<file path="config.mk">
export PLATFORM = sky130hd
export DESIGN_NAME = wfg_stim_ramp
export DESIGN_NICKNAME = d
export VERILOG_FILES = /design/src/rtl/wfg_stim_ramp_pkg.sv /design/src/rtl/wfg_stim_ramp_step.sv /design/src/rtl/wfg_stim_ramp.sv
export SDC_FILE = /design/constraint.sdc
export NUM_CORES = 1
export LEC_CHECK = 0
export ABC_AREA = 1
export BUFFER_PORTS_ARGS = -buffer_cell sky130_fd_sc_hd__buf_2
export CORE_UTILIZATION = 40
export DETAILED_ROUTE_END_ITERATION = 6
export GPL_TIMING_DRIVEN = 0
export PLACE_DENSITY = 0.57
export SYNTH_ARGS = -nofsm -noshare
export SYNTH_HDL_FRONTEND = slang
export SYNTH_SLANG_ARGS = --single-unit
</file>
<file path="constraint.sdc">
create_clock -name clk -period 15.3 [get_ports clk]
set_clock_uncertainty 0.2 [all_clocks]
set_input_delay 4.59 -clock clk [delete_from_list [all_inputs] [get_ports clk]]
set_output_delay 4.59 -clock clk [all_outputs]
set_load 0.005 [all_outputs]
</file>
<file path="src/rtl/wfg_stim_ramp_pkg.sv">
// Shared types and constants for the ramp stimulus generator.
package wfg_stim_ramp_pkg;

  typedef enum logic [1:0] {
    ST_IDLE,
    ST_RUN_UP,
    ST_RUN_DOWN
  } state_e;

  localparam logic MODE_SAW = 1'b0;
  localparam logic MODE_TRI = 1'b1;

  localparam logic DIR_UP   = 1'b0;
  localparam logic DIR_DOWN = 1'b1;

endpackage

</file>
<file path="src/rtl/wfg_stim_ramp_step.sv">
// Combinational ramp step: next sample, next direction, and whether cur ends a period.
module wfg_stim_ramp_step
  import wfg_stim_ramp_pkg::*;
#(
  parameter int unsigned W = 32
) (
  input  logic [W-1:0] cur,
  input  logic [W-1:0] min_val,
  input  logic [W-1:0] max_val,
  input  logic [W-1:0] inc,
  input  logic         mode,
  input  logic         dir,
  output logic [W-1:0] nxt,
  output logic         nxt_dir,
  output logic         last
);

  localparam int unsigned WX = W + 1;

  logic [WX-1:0] cur_x;
  logic [WX-1:0] max_x;
  logic [WX-1:0] sum_x;
  logic [WX-1:0] floor_x;

  // Widened arithmetic so cur+inc and min+inc can never wrap silently.
  always_comb begin
    cur_x   = {1'b0, cur};
    max_x   = {1'b0, max_val};
    sum_x   = cur_x + WX'(inc);
    floor_x = WX'(min_val) + WX'(inc);
    nxt     = sum_x[W-1:0];
    nxt_dir = dir;
    last    = 1'b0;
    if (mode == MODE_SAW) begin
      nxt_dir = DIR_UP;
      if (sum_x > max_x) begin
        nxt  = min_val;
        last = 1'b1;
      end
    end else if (dir == DIR_UP) begin
      if (sum_x >= max_x) begin
        nxt     = max_val;
        nxt_dir = DIR_DOWN;
      end
    end else begin
      // Landing on or below min closes the period and turns the ramp around.
      if (cur_x <= floor_x) begin
        nxt     = min_val;
        nxt_dir = DIR_UP;
        last    = 1'b1;
      end else begin
        nxt = cur - inc;
      end
    end
  end

endmodule

</file>
<file path="src/rtl/wfg_stim_ramp.sv">
// Sawtooth/triangle stimulus source driving an AXI-stream master port.
module wfg_stim_ramp
  import wfg_stim_ramp_pkg::*;
#(
  parameter int unsigned AXIS_DATA_WIDTH = 32
) (
  input  logic                       clk,
  input  logic                       rst,
  input  logic                       wfg_axis_tready_i,
  output logic                       wfg_axis_tvalid_o,
  output logic                       wfg_axis_tlast_o,
  output logic [AXIS_DATA_WIDTH-1:0] wfg_axis_tdata_o,
  input  logic                       ctrl_en_q_i,
  input  logic                       cfg_mode_q_i,
  input  logic [AXIS_DATA_WIDTH-1:0] cfg_min_q_i,
  input  logic [AXIS_DATA_WIDTH-1:0] cfg_max_q_i,
  input  logic [AXIS_DATA_WIDTH-1:0] cfg_inc_q_i
);

  localparam int unsigned W = AXIS_DATA_WIDTH;

  state_e         state_q, state_d;
  logic           mode_q, mode_d;
  logic           degen_q, degen_d;
  logic [W-1:0]   min_q, min_d;
  logic [W-1:0]   max_q, max_d;
  logic [W-1:0]   inc_q, inc_d;
  logic [W-1:0]   data_q, data_d;
  logic           valid_q, valid_d;
  logic           last_q, last_d;

  logic           start_c;
  logic           accept_c;
  logic [W-1:0]   adv_val_c;
  logic           adv_dir_c;
  logic [W-1:0]   ld_cur_c, ld_min_c, ld_max_c, ld_inc_c;
  logic           ld_mode_c, ld_dir_c;
  logic [W-1:0]   ld_nxt_unused_c;
  logic           ld_dir_unused_c;
  logic           ld_last_c;
  logic           cfg_degen_c;

  assign start_c     = (state_q == ST_IDLE) && ctrl_en_q_i;
  assign accept_c    = valid_q && wfg_axis_tready_i;
  assign cfg_degen_c = (cfg_inc_q_i == '0) || (cfg_min_q_i >= cfg_max_q_i);

  // Advance the currently presented sample.
  wfg_stim_ramp_step #(.W(W)) u_step_adv (
    .cur     (data_q),
    .min_val (min_q),
    .max_val (max_q),
    .inc     (inc_q),
    .mode    (mode_q),
    .dir     (state_q == ST_RUN_DOWN ? DIR_DOWN : DIR_UP),
    .nxt     (adv_val_c),
    .nxt_dir (adv_dir_c),
    .last    ()
  );

  // Candidate sample about to be loaded: either the first after enable or the advanced one.
  always_comb begin
    ld_cur_c  = start_c ? cfg_min_q_i  : adv_val_c;
    ld_min_c  = start_c ? cfg_min_q_i  : min_q;
    ld_max_c  = start_c ? cfg_max_q_i  : max_q;
    ld_inc_c  = start_c ? cfg_inc_q_i  : inc_q;
    ld_mode_c = start_c ? cfg_mode_q_i : mode_q;
    ld_dir_c  = start_c ? DIR_UP       : adv_dir_c;
  end

  // Period-end flag is evaluated on the value being loaded so tlast is registered with tdata.
  wfg_stim_ramp_step #(.W(W)) u_step_ld (
    .cur     (ld_cur_c),
    .min_val (ld_min_c),
    .max_val (ld_max_c),
    .inc     (ld_inc_c),
    .mode    (ld_mode_c),
    .dir     (ld_dir_c),
    .nxt     (ld_nxt_unused_c),
    .nxt_dir (ld_dir_unused_c),
    .last    (ld_last_c)
  );

  always_comb begin
    state_d = state_q;
    mode_d  = mode_q;
    degen_d = degen_q;
    min_d   = min_q;
    max_d   = max_q;
    inc_d   = inc_q;
    data_d  = data_q;
    valid_d = valid_q;
    last_d  = last_q;
    case (state_q)
      ST_IDLE: begin
        if (ctrl_en_q_i) begin
          mode_d  = cfg_mode_q_i;
          degen_d = cfg_degen_c;
          min_d   = cfg_min_q_i;
          max_d   = cfg_max_q_i;
          inc_d   = cfg_inc_q_i;
          data_d  = cfg_min_q_i;
          valid_d = 1'b1;
          last_d  = cfg_degen_c || ld_last_c;
          state_d = ST_RUN_UP;
        end
      end
      ST_RUN_UP, ST_RUN_DOWN: begin
        if (accept_c || !valid_q) begin
          if (!ctrl_en_q_i) begin
            valid_d = 1'b0;
            last_d  = 1'b0;
            state_d = ST_IDLE;
          end else if (degen_q) begin
            data_d  = min_q;
            valid_d = 1'b1;
            last_d  = 1'b1;
            state_d = ST_RUN_UP;
          end else begin
            data_d  = adv_val_c;
            valid_d = 1'b1;
            last_d  = ld_last_c;
            state_d = (adv_dir_c == DIR_DOWN) ? ST_RUN_DOWN : ST_RUN_UP;
          end
        end
      end
      default: begin
        valid_d = 1'b0;
        last_d  = 1'b0;
        state_d = ST_IDLE;
      end
    endcase
  end

  always_ff @(posedge clk) begin
    if (rst) begin
      state_q <= ST_IDLE;
      mode_q  <= MODE_SAW;
      degen_q <= 1'b0;
      min_q   <= '0;
      max_q   <= '0;
      inc_q   <= '0;
      data_q  <= '0;
      valid_q <= 1'b0;
      last_q  <= 1'b0;
    end else begin
      state_q <= state_d;
      mode_q  <= mode_d;
      degen_q <= degen_d;
      min_q   <= min_d;
      max_q   <= max_d;
      inc_q   <= inc_d;
      data_q  <= data_d;
      valid_q <= valid_d;
      last_q  <= last_d;
    end
  end

  assign wfg_axis_tvalid_o = valid_q;
  assign wfg_axis_tlast_o  = last_q;
  assign wfg_axis_tdata_o  = data_q;

endmodule

</file>
==> impl_metrics.json <==
{
  "status": "finished, final reports clean",
  "setup_viol": 0,
  "swShare_pct": 57.42,
  "start_kind": "input port",
  "leakage_nw": 11.89,
  "hp-class": "reg -> reg",
  "viasPerCell": 5.540,
  "timing.rr.start": "min_q[0]",
  "rows": 82,
  "n_antenna_cell": 0,
  "crit_arrival_ns": 11.67,
  "clk_pin_slew_ns": 0.06,
  "root_buffer": "clkbuf_16",
  "routed_wl_um": 90890,
  "initial_core_util_pct": 40.80,
  "nets": 3932,
  "n_fill_cell": 5712,
  "worst_slew_pin_slew_ns": 1.190,
  "holdWs_ns": 0.2862,
  "grt_pass1_wl_um": 132300,
  "worstHoldEndpoint": "wfg_axis_tlast_o",
  "synth_area_per_cell_sq_um": 6.132,
  "ys_seq_area_share_pct": 13.05,
  "worst-r2r-setup-slack_ns": 4.41,
  "max_freq_mhz": 86.81,
  "finalCritPeriodShare_pct": 75.29,
  "r2r_end": "wfg_axis_tlast_o",
  "slew_headroom_pct": 20.12,
  "drive_above_1_share_pct": 7.966,
  "first_global_vias": 21868,
  "antenna_left": 0,
  "post-route-util_pct": 44.88,
  "die_h_um": 228.7,
  "cts_setup_buffers": 0,
  "p_per_area_mw_per_mm2": 157.4,
  "max_stage_delay_ns": 0.84,
  "endpoint_kind": "flip-flop",
  "switchingPower_mw": 2.043,
  "io_buffer_count": 133,
  "cts.sinks": 134,
  "synth_edf_count": 0,
  "critPathSlowestCell": "clkbuf_1",
  "ys_seq_elements": 134,
  "gp_congestion": 1.039,
  "cts_hold_buf": 0,
  "core_area_sq_mm": 0.05038,
  "cts_buffers": 17,
  "hpwlAfterDp_um": 77990,
  "clk_latency_ns": 0.50,
  "crit_fanout": 10,
  "r2r_cells": 51,
  "track_usage_pct": 34.13,
  "clock_tree.buffer_depth": 2,
  "syn_inst": 3352,
  "holdPathStages": 2,
  "p_comb_share_pct": 75.1,
  "grt_max_degree": 17,
  "htreeDepth": 4,
  "synth_area_sq_mm": 0.02055,
  "ys_types": 52,
  "antenna_found_initial": 0,
  "critPathRequiredTime_ns": 15.45,
  "cap_viol_max_count": 0,
  "cts_tree": "done",
  "ios": 135,
  "crit_type": "in -> reg",
  "drt_iter0_drc": 2393,
  "synth_ff_type": "dfxtp_1",
  "routedWlPerCell_um": 21.71,
  "synthArstFlopShare_pct": 0,
  "rsz0062_at_grt": "no",
  "seqPwrFrac_pct": 13.0,
  "cts_resized": 0,
  "die_area_sq_mm": 0.05229,
  "fp.dieW_um": 228.7,
  "drc": 0,
  "grt-ovfl-total": 0,
  "drv_slew": 0,
  "syn_to_final_growth_pct": 10.01,
  "postSynthNetCount": 3780,
  "cp_common_cell": "nand2_1",
  "first_pass_iters": 6,
  "pwr-share-clk_pct": 11.9,
  "internal_power_mw": 1.515,
  "peakVddDrop_mv": 0.08607,
  "period_needed_ns": 11.52,
  "hp-start": "wfg_axis_tlast_o",
  "hold_violations": 0,
  "fin_setup_tns_ns": 0,
  "ys.warnings.count": 0,
  "vias": 23197
}
-- how the worst max path moves through the flow --
stage / startpoint / to / slack, ns
finish: ctrl_en_q_i / wfg_axis_tlast_o / 3.78
global route: ctrl_en_q_i / wfg_axis_tlast_o / 3.51
CTS: ctrl_en_q_i / wfg_axis_tlast_o / 3.91
detailed placement: ctrl_en_q_i / wfg_axis_tlast_o / 3.40
global placement: ctrl_en_q_i / wfg_axis_tlast_o / 3.44
floorplan: ctrl_en_q_i / wfg_axis_tlast_o / 6.04
-- layout make-up --
cell class              count  area (sq um)  area share, %
plain buffers             111         523.0          2.313
clock buffers              17         425.4          1.881
clock inverters            13         125.1         0.5534
inverters                 411          1544          6.829
multi-input cells        2696         15800          69.90
flip-flops and latches    134          2683          11.86
well taps                 672         840.8          3.719
repair buffers            133         665.6          2.944
-- layer usage --
| layer | global-route usage, % | up-vias | share of wire, % |
|---|---|---|---|
| met5 | 0 | - | 0 |
| met4 | 12.90 | 0 | 3.6 |
| met3 | 5.252 | 141 | 8.9 |
| met2 | 54.07 | 971 | 43 |
| met1 | 46.31 | 10629 | 44 |
| li1 | - | 11456 | - |
-- critical path, delay by kind of cell --
kind            cells  cell delay (ns)
fa+ha+maj           3             0.74
buf+inv             6             2.45
xor+xnor            1             0.12
compound gates      8             2.29
simple gates       16             1.44
-- cell usage in the layout (no fill, tap or decap), drive strengths merged, types with 2 or more instances in the layout --
cell and instances:
clkbuf 90, dfxtp 134, xor2 91, or2 4, o221ai 5, buf 171
a2111oi 2, a31oi 15, o21a 9, nand4 53, a21o 21, o2111ai 3
nor3 31, nand3b 4, inv 410, fa 5, o211ai 34, ha 322
o21ai 250, a21oi 357, o31ai 3, nand3 171, o21bai 26, nor2 255
and3 5, a211oi 11, nand2 925, and2 21, a21boi 9, clkinvlp 4
clkinv 9, nor4 21, xnor2 40
-- flip-flops by register name, summed over array words and instances, names as in the netlist --
register	count
degen_q	1
min_q	32
state_q	2
inc_q	32
wfg_axis_tlast_o	1
wfg_axis_tvalid_o	1
wfg_axis_tdata_o	32
mode_q	1
max_q	32
-- stage by stage --
step | area (sq um) | worst slack (ns) | power (mW) | std cells
finish | 22610 | 3.781 | 3.558 | 4187
global route | 22610 | 3.511 | 3.858 | 4187
CTS | 22610 | 3.908 | 3.498 | 4187
detailed placement | 22060 | 3.401 | 3.063 | 4157
global placement | 22060 | 3.441 | 3.065 | 4157
floorplan | 20550 | 6.042 | 2.304 | 3352
-- cell families (layout without fill, tap and decap cells) --
| group | count (synthesis) | in the layout | synth area share [%] |
|---|---|---|---|
| and+or+nand+nor | 1492 | 1492 | 30.68 |
| buffers and inverters | 522 | 685 | 10.06 |
| AOI/OAI and AO/OA | 746 | 746 | 20.55 |
| xor gates and xnor gates | 131 | 131 | 5.582 |
| DFF | 134 | 134 | 13.05 |
| adders and majority gates | 327 | 327 | 20.09 |
-- power by group through the flow --
stage               registers [mW]  logic [mW]  clock network, mW
floorplan                    0.434        1.87                  0
global placement             0.467        2.60                  0
detailed placement           0.467        2.60                  0
CTS                          0.460        2.61              0.424
global route                 0.467        2.96              0.436
finish                       0.463        2.67              0.424
-- Yosys cell counts, types with 22 or more instances --
cell type  instances  share of area (%)
nand2_1          903                 16
inv_1            393                7.2
a21oi_1          345                8.4
ha_1             322                 20
nor2_1           247                4.5
o21ai_0          242                5.9
nand3_1          169                4.1
dfxtp_1          134                 13
xor2_1            91                3.9
clkbuf_1          73                1.3
nand4_1           53                1.6
xnor2_1           40                1.7
nor3_1            29               0.71
o21bai_1          26               0.95
buf_2             22               0.54
No activity file was read; power rests on OpenSTA's default activity.
